`src/rtl/apb_pkg.sv`:
```
// rtl/apb_pkg.sv - shared types and defaults for the APB requester
package apb_pkg;

    typedef enum logic [1:0] {
        APB_IDLE   = 2'd0,
        APB_SETUP  = 2'd1,
        APB_ACCESS = 2'd2
    } apb_state_e;

    localparam int APB_ADDR_W = 32;
    localparam int APB_DATA_W = 32;

endpackage

```
`src/rtl/apb_wait_timer.sv`:
```
// rtl/apb_wait_timer.sv - saturating wait-state counter with terminal flag
module apb_wait_timer #(
    parameter  int TIMEOUT = 16,
    localparam int CNT_W   = (TIMEOUT > 0) ? $clog2(TIMEOUT + 1) : 1
) (
    input  logic pclk,
    input  logic preset,
    input  logic clr,
    input  logic en,
    output logic terminal
);

    localparam logic [CNT_W-1:0] SAT = CNT_W'(TIMEOUT);

    logic [CNT_W-1:0] count;

    // Count low-pready ACCESS cycles, saturating so a long stall never wraps.
    always_ff @(posedge pclk) begin
        if (preset || clr) begin
            count <= '0;
        end else if (en && (count != SAT)) begin
            count <= count + CNT_W'(1);
        end
    end

    // Terminal marks the last permitted wait cycle; with no timeout it never fires.
    generate
        if (TIMEOUT > 0) begin : g_term
            assign terminal = (count == CNT_W'(TIMEOUT - 1));
        end else begin : g_no_term
            assign terminal = 1'b0;
        end
    endgenerate

endmodule

```
`src/rtl/apb_requester.sv`:
```
// rtl/apb_requester.sv - single-outstanding APB requester with command/response ports
module apb_requester
    import apb_pkg::*;
#(
    parameter int ADDR_W  = APB_ADDR_W,
    parameter int DATA_W  = APB_DATA_W,
    parameter int TIMEOUT = 16
) (
    input  logic              pclk,
    input  logic              preset,
    input  logic              cmd_valid,
    output logic              cmd_ready,
    input  logic              cmd_write,
    input  logic [ADDR_W-1:0] cmd_addr,
    input  logic [DATA_W-1:0] cmd_wdata,
    output logic              rsp_valid,
    input  logic              rsp_ready,
    output logic [DATA_W-1:0] rsp_rdata,
    output logic              rsp_err,
    output logic              rsp_timeout,
    output logic [ADDR_W-1:0] paddr,
    output logic              psel,
    output logic              penable,
    output logic              pwrite,
    output logic [DATA_W-1:0] pwdata,
    input  logic              pready,
    input  logic [DATA_W-1:0] prdata,
    input  logic              pslverr
);

    apb_state_e state;
    apb_state_e state_n;
    logic       accept;
    logic       xfer_done;
    logic       xfer_abort;
    logic       timer_term;

    // State register; reset always returns to IDLE, dropping any transfer in flight.
    always_ff @(posedge pclk) begin
        if (preset) begin
            state <= APB_IDLE;
        end else begin
            state <= state_n;
        end
    end

    // Next-state and bus-phase decode; pready in the deciding cycle beats the timeout.
    always_comb begin
        state_n    = state;
        psel       = 1'b0;
        penable    = 1'b0;
        cmd_ready  = 1'b0;
        accept     = 1'b0;
        xfer_done  = 1'b0;
        xfer_abort = 1'b0;
        case (state)
            APB_IDLE: begin
                cmd_ready = !preset && (!rsp_valid || rsp_ready);
                if (cmd_valid && !preset && (!rsp_valid || rsp_ready)) begin
                    accept  = 1'b1;
                    state_n = APB_SETUP;
                end
            end
            APB_SETUP: begin
                psel    = 1'b1;
                state_n = APB_ACCESS;
            end
            APB_ACCESS: begin
                psel    = 1'b1;
                penable = 1'b1;
                if (pready) begin
                    xfer_done = 1'b1;
                    state_n   = APB_IDLE;
                end else if (timer_term) begin
                    xfer_abort = 1'b1;
                    state_n    = APB_IDLE;
                end
            end
            default: begin
                state_n = APB_IDLE;
            end
        endcase
    end

    apb_wait_timer #(
        .TIMEOUT (TIMEOUT)
    ) u_wait_timer (
        .pclk     (pclk),
        .preset   (preset),
        .clr      (accept),
        .en       ((state == APB_ACCESS) && !pready),
        .terminal (timer_term)
    );

    // Capture the command into the bus registers and build the response; fields hold while unconsumed.
    always_ff @(posedge pclk) begin
        if (preset) begin
            paddr       <= '0;
            pwrite      <= 1'b0;
            pwdata      <= '0;
            rsp_valid   <= 1'b0;
            rsp_rdata   <= '0;
            rsp_err     <= 1'b0;
            rsp_timeout <= 1'b0;
        end else begin
            if (accept) begin
                paddr  <= cmd_addr;
                pwrite <= cmd_write;
                pwdata <= cmd_wdata;
            end
            if (xfer_done) begin
                rsp_valid   <= 1'b1;
                rsp_rdata   <= pwrite ? '0 : prdata;
                rsp_err     <= pslverr;
                rsp_timeout <= 1'b0;
            end else if (xfer_abort) begin
                rsp_valid   <= 1'b1;
                rsp_rdata   <= '0;
                rsp_err     <= 1'b1;
                rsp_timeout <= 1'b1;
            end else if (rsp_valid && rsp_ready) begin
                rsp_valid <= 1'b0;
            end
        end
    end

endmodule

```
`config.mk`:
```
export PLATFORM = sky130hd
export DESIGN_NAME = apb_requester
export DESIGN_NICKNAME = d
export VERILOG_FILES = /design/src/rtl/apb_pkg.sv /design/src/rtl/apb_wait_timer.sv /design/src/rtl/apb_requester.sv
export SDC_FILE = /design/constraint.sdc
export NUM_CORES = 1
export LEC_CHECK = 0
export BUFFER_PORTS_ARGS = -buffer_cell sky130_fd_sc_hd__buf_2
export CAP_MARGIN = 5
export CORE_UTILIZATION = 40
export CTS_BUF_LIST = sky130_fd_sc_hd__clkbuf_16
export CTS_CLUSTER_DIAMETER = 50
export CTS_CLUSTER_SIZE = 16
export DETAILED_ROUTE_END_ITERATION = 7
export MAX_ROUTING_LAYER = met4
export PLACE_DENSITY = 0.75
export SYNTH_ARGS = -nofsm -noshare
export SYNTH_HDL_FRONTEND = slang
export SYNTH_SLANG_ARGS = --single-unit
```
`constraint.sdc`:
```
create_clock -name pclk -period 1.5 [get_ports pclk]
set_input_delay 0.15 -clock pclk [delete_from_list [all_inputs] [get_ports pclk]]
set_output_delay 0.15 -clock pclk [all_outputs]
set_load 0.01 [all_outputs]
```
**Word level (Yosys, flattened, before mapping)**

Index checks and enable logic that the tools add are counted.

- Add/sub/neg operators: 1
- Bitwise operators: 0
- Multiply operators: 0
- Order comparisons: 0
- Shifts and indexed selects: 0
- Multiplexer cells: 22
- Div/mod/pow operators: 0
- Equal/unequal tests: 6
- Reduce and logical (&&, ||, !) cells: 17

Operator list:

| cell | count |
|---|---|
| $mux 32 | 3 |
| $mux 1 | 15 |
| $logic_and 1x1->1 | 6 |
| $mux 2 | 3 |
| $pmux 2 s3 | 1 |
| $add 5x1->5 const B | 1 |
| $eq 5x4->1 const B | 1 |
| $ne 5x5->1 const B | 1 |
| $reduce_or 2->1 | 2 |
| $logic_not 1->1 | 3 |
| $ne 3x3->1 const B | 1 |
| $reduce_bool 3->1 | 1 |
| $eq 2x1->1 const B | 1 |
| $eq 2x2->1 const B | 1 |
| $logic_not 2->1 | 1 |
| $logic_or 1x1->1 | 2 |
| $ne 2x2->1 const B | 1 |
| $reduce_and 2->1 | 1 |
| $reduce_bool 2->1 | 1 |

- Bits in latches: 0
- Memory bits (writable): 0
- Word-level logic and storage cells: 55
- Bits in read-only memories: 0
- Output and inout bits: 103
- Bits in registers: 107
- Memories kept: 0
- Input port bits: 103

**Logic depth before layout (Yosys ltp)**

- Depth after elaboration: 6
- Gate-level depth with buffers: 7

**Modules after synthesis**

Synthesis repeated with hierarchy kept, for this count alone.

- Cells, all modules: 452
- Area total of the unflattened synthesis: 4095.2 sq um

Modules (own cells, without submodules):

| module | instances | cells an instance | seq. area each (sq um) | area each (sq um) |
|---|---|---|---|---|
| apb_requester | 1 | 422 | 2042.0 | 3806.2 |
| apb_wait_timer | 1 | 30 | 100.1 | 289.0 |

**Worst setup path before layout**

OpenSTA, ideal clock, no wires.

- Kind: register to register
- Start: register u_wait_timer.count[0]
- End: register rsp_rdata[12]
- Period minus slack after synthesis: 1.617 ns
- Arrival time: 1.552 ns
- Buffers on the path: 1
- Setup slack: -0.117 ns
- Data required time: 1.435 ns
- Stages on the path, launching flop included: 8
- Cell sequence: dfxtp_1 -> ha_1 -> and3_1 -> ha_1 -> o21ai_1 -> buf_2 -> a22oi_1 -> nor2_1

- Longest elaborated chain between the ends: 5

Ends and longest elaborated chain:

| item | RTL line | source |
|---|---|---|
| start: declaration | apb_wait_timer.sv:15 | `logic [CNT_W-1:0] count;` |
| start signal: assignment | apb_wait_timer.sv:22 | `count <= count + CNT_W'(1);` |
| $eq 5x4->1 | apb_wait_timer.sv:29 | `assign terminal = (count == CNT_W'(TIMEOUT - 1));` |
| $mux 1 | apb_requester.sv:74 | `end else if (timer_term) begin` |
| $mux 1 | apb_requester.sv:71 | `if (pready) begin` |
| $mux 1 | apb_requester.sv:56 | `case (state)` |
| $reduce_bool 2->1 (no source line) | - |  |
| end signal: assignment | apb_requester.sv:113 | `rsp_rdata <= pwrite ? '0 : prdata;` |
| end: declaration | apb_requester.sv:18 | `output logic [DATA_W-1:0] rsp_rdata,` |

No other way between the ends.
A chain may end at the register's enable or synchronous reset.

**Worst setup path in the final report**

- Start: register u_wait_timer.count[1]
- End: register rsp_rdata[31]

Same word-level chain as after synthesis.

==> metrics.md <==
| Metric | Value |
|---|---|
| Multi-input logic area | about 1600 um2 |
| R2r startpoint | u_wait_timer.count[1]$_SDFFE_PP0P_ |
| Status | complete, but fails checks |
| Final Hold Viols | 0 |
| Leakage | between 2 and 3 nW |
| Initial antenna violation count | 0 |
| DRT Pass-1 Iters | 4 |
| Layout net count | approximately 760 |
| Largest net degree at the start of global routing | a little over 90 |
| Final Power | about 6.4 mW |
| Critical path capture point type | register |
| Global-route wire length before repair | around 16 mm |
| Clk_skew | between 10 and 15 ps |
| I/O Pins | around 200 |
| Worst slew pin tran | 384 ps |
| Slew Viols, Final | 0 |
| Switch share | 0.275 |
| Worst ir drop on vdd | around 660 uV |
| Clock transition at path regs | around 80 ps |
| Filler instances | ~800 |
| Failing checks | negative setup slack |
| R2R Setup Slk | -10 ps |
| Via count | about 3900 |
| Root Buffer | clkbuf_16 |
| Pint | 4.66 mW |
| Post-Route WL | approximately 11 mm |
| Skew-Pair Late Insertion Delay | ~350 ps |
| Row count | 35 |
| Seq cells post-synth | around 110 |
| Die area | 10100 um2 |
| Antenna-violating nets left | 0 |
| Initial Util | 0.416 |
| Final Cell Area | between 5000 and 6000 um2 |
| RSZ-0062 raised after global routing | true |
| Worst-path maximum fanout | 4 |
| Final worst slack | -14.0 ps |
| Relative slew slack | 0.744 |
| Port bufs | between 200 and 250 |
| Setup violators final | 4 |
| Register area | 2150 um2 |
| CTS Buffer Depth | 2 |
| WP data required | 1780 ps |
| Max Cap Viol | 0 |
| Dpl cells | approximately 760 |
| DIE WIDTH | about 100 um |
| Setup WS pre-CTS | -87.8 ps |
| Highest-count cells in the layout ignoring fill and taps | buf_2 (204), nand2_1 (131), dfxtp_1 (104), a21oi_1 (68), nor2_1 (34) |
| Via density | ~5.0 |
| Synth Warn # | 0 |
| Critical path data arrival time | between 1500 and 2000 ps |
| Capture point of the worst path | rsp_rdata[31]$_SDFFE_PP0P_ |
| Fin crit share | 1.01 |
| Die height | around 100 um |
| Reg2Reg Depth | 8 |
| Setup TNS | -21.4 ps |
| Post-DR wirelength/cell | ~14 um |
| Sequential power share | 0.475 |
| Fin crit period | 1510 ps |
| Clk pwr share | 0.367 |
| Final Core Density | 0.613 |
| Non-filler instance count after layout | between 700 and 800 |
| Clock sinks | about 110 |
| Htree depth | 3 |
| Max frequency | between 600 and 700 MHz |
| Commonest non-fill, non-tap cell in the layout | buf_2 |
| Combinational share of power | 0.158 |
| Synthesized net count | between 500 and 600 |
| Vias in the first global route | roughly 3600 |
| Routability cong. | between 0.8 and 0.9 |
| Crit path launch | u_wait_timer.count[1]$_SDFFE_PP0P_ |
| CTS tree | done |
| Synth-to-Final Area Change | 47.2% |
| Hold Path Stages | 3 |
| # DRC | 0 |
| Grt total ovfl | 0 |
| Total GRT Usage | 0.205 |
| Sequential element share of the synthesized area | 0.554 |
| WS Path Type | reg -> reg |
| Unique masters post-synth | 32 |
| Post-synthesis cell count | between 400 and 500 |
| WHS | 37.5 ps |
| Switching pwr | between 1.5 and 2 mW |
| Critical R2R Capture | rsp_rdata[31]$_SDFFE_PP0P_ |
| Cell area power density | approximately 1100 nW/um2 |
| Critical Path Source Type | register |
| Dpl cell area | 5050 um2 |
| TritonCTS Buffers | 9 |
| Avg Cell Area, Syn | approximately 8.6 um2 |
| Min-Delay Path Class | in -> reg |
| Layout cell share with drive strength beyond 1 | 0.406 |
| Core ar. | 9280 um2 |
| DPL Wire Length | between 7 and 8 mm |
| Synth Cell Area | between 3000 and 4000 um2 |
| First-iteration detailed-routing DRC count | roughly 140 |
| ANT cells | 0 |
==> timing repair <==
action / in CTS / in global routing
gates cloned: 1 / 7
setup endpoints to repair: 38 / 106
pin swaps: 2 / 5
endpoints found under the hold margin: 0 / 0
resized for setup: 16 / 10
buffers inserted: 2 / 3
hold buffers: 0 / 0
==> logic make-up (layout without fill, tap and decap cells) <==
group	Yosys count	count (layout)	synth area share
AO/OA/AOI/OAI	105	105	0.161
XOR/XNOR	2	2	0.00453
adder cells (fa/ha/maj)	6	6	0.0194
buffers and inverters	38	251	0.0544
flip-flops	107	107	0.554
multiplexers	2	2	0.00518
AND/OR/NAND/NOR	187	187	0.202
==> how the worst min path moves through the flow <==
stage                        from                  endpoint  slack (ps)
floorplan                  pready  rsp_timeout$_SDFFE_PP0P_         250
global placement    cmd_wdata[15]   pwdata[15]$_SDFFE_PP0P_         390
detailed placement  cmd_wdata[26]   pwdata[26]$_SDFFE_PP0P_         400
CTS                   cmd_addr[9]     paddr[9]$_SDFFE_PP0P_          30
global route          cmd_addr[7]     paddr[7]$_SDFFE_PP0P_          30
finish              cmd_wdata[15]   pwdata[15]$_SDFFE_PP0P_          40
==> sequential cells by signal, indices dropped and copies added (netlist names) <==
signal	cells
rsp_err	1
rsp_rdata	32
u_wait_timer.count	5
paddr	32
rsp_timeout	1
pwdata	32
state	2
pwrite	1
rsp_valid	1
==> worst max-delay path: stages, from the launching register on <==
cell	delay [ps]
dfxtp_2	340
ha_4	150
and3_4	180
ha_4	170
o21ai_4	220
buf_6	140
buf_6	100
a22oi_1	60
nor2_1	80
==> synth_stat cells <==
cell / count / area [um2]
nor2_2: 2 / 12.5
nor3_1: 4 / 20.0
buf_1: 2 / 7.51
and3_1: 2 / 12.5
buf_4: 11 / 82.6
and3b_1: 1 / 8.76
nor2_1: 35 / 131
inv_1: 5 / 18.8
a21oi_1: 69 / 345
o32ai_1: 1 / 8.76
mux2i_1: 2 / 20.0
nor4_2: 1 / 12.5
xnor2_1: 1 / 8.76
clkbuf_1: 9 / 33.8
nand2b_1: 3 / 18.8
nand4b_1: 1 / 8.76
a211oi_1: 1 / 7.51
ha_1: 6 / 75.1
a2111oi_2: 1 / 15.0
nand4_1: 1 / 6.26
o21ai_1: 1 / 5.00
a22oi_1: 32 / 240
dfxtp_1: 107 / 2140
nand2b_4: 1 / 13.8
xor2_1: 1 / 8.76
and4b_1: 1 / 10.0
buf_2: 9 / 45.0
nand3b_1: 1 / 7.51
nor2b_1: 2 / 12.5
nand2_1: 131 / 492
and4bb_1: 1 / 12.5
buf_6: 2 / 22.5
==> cell type report <==
cell class,count,share of cell area
clock buffers,9,0.0396
clock inverters,7,0.0141
inverters,5,0.00330
multi-input cells,302,0.283
flip-flops and latches,107,0.377
well taps,129,0.0284
repair buffers,230,0.254
==> power groups by stage <==
stage	Sequential (mW)	Combinational, mW	Clock, mW
2_1_floorplan	3.17	0.409	0
3_3_place_gp	3.11	0.826	0
3_5_place_dp	3.11	0.849	0
4_1_cts	3.05	0.879	2.42
5_1_grt	3.07	1.11	2.53
6_report	3.05	1.01	2.36
==> layer usage <==
metal	GRT usage	routed length [um]	share of wire	up-vias
li1	-	-	-	1905
met1	0.231	4570	0.41	1824
met2	0.349	5710	0.51	158
met3	0.0487	620	0.056	19
met4	0.0847	212	0.019	0
met5	-	0	0	-
Note: power is estimated with default switching activity, not from simulation.
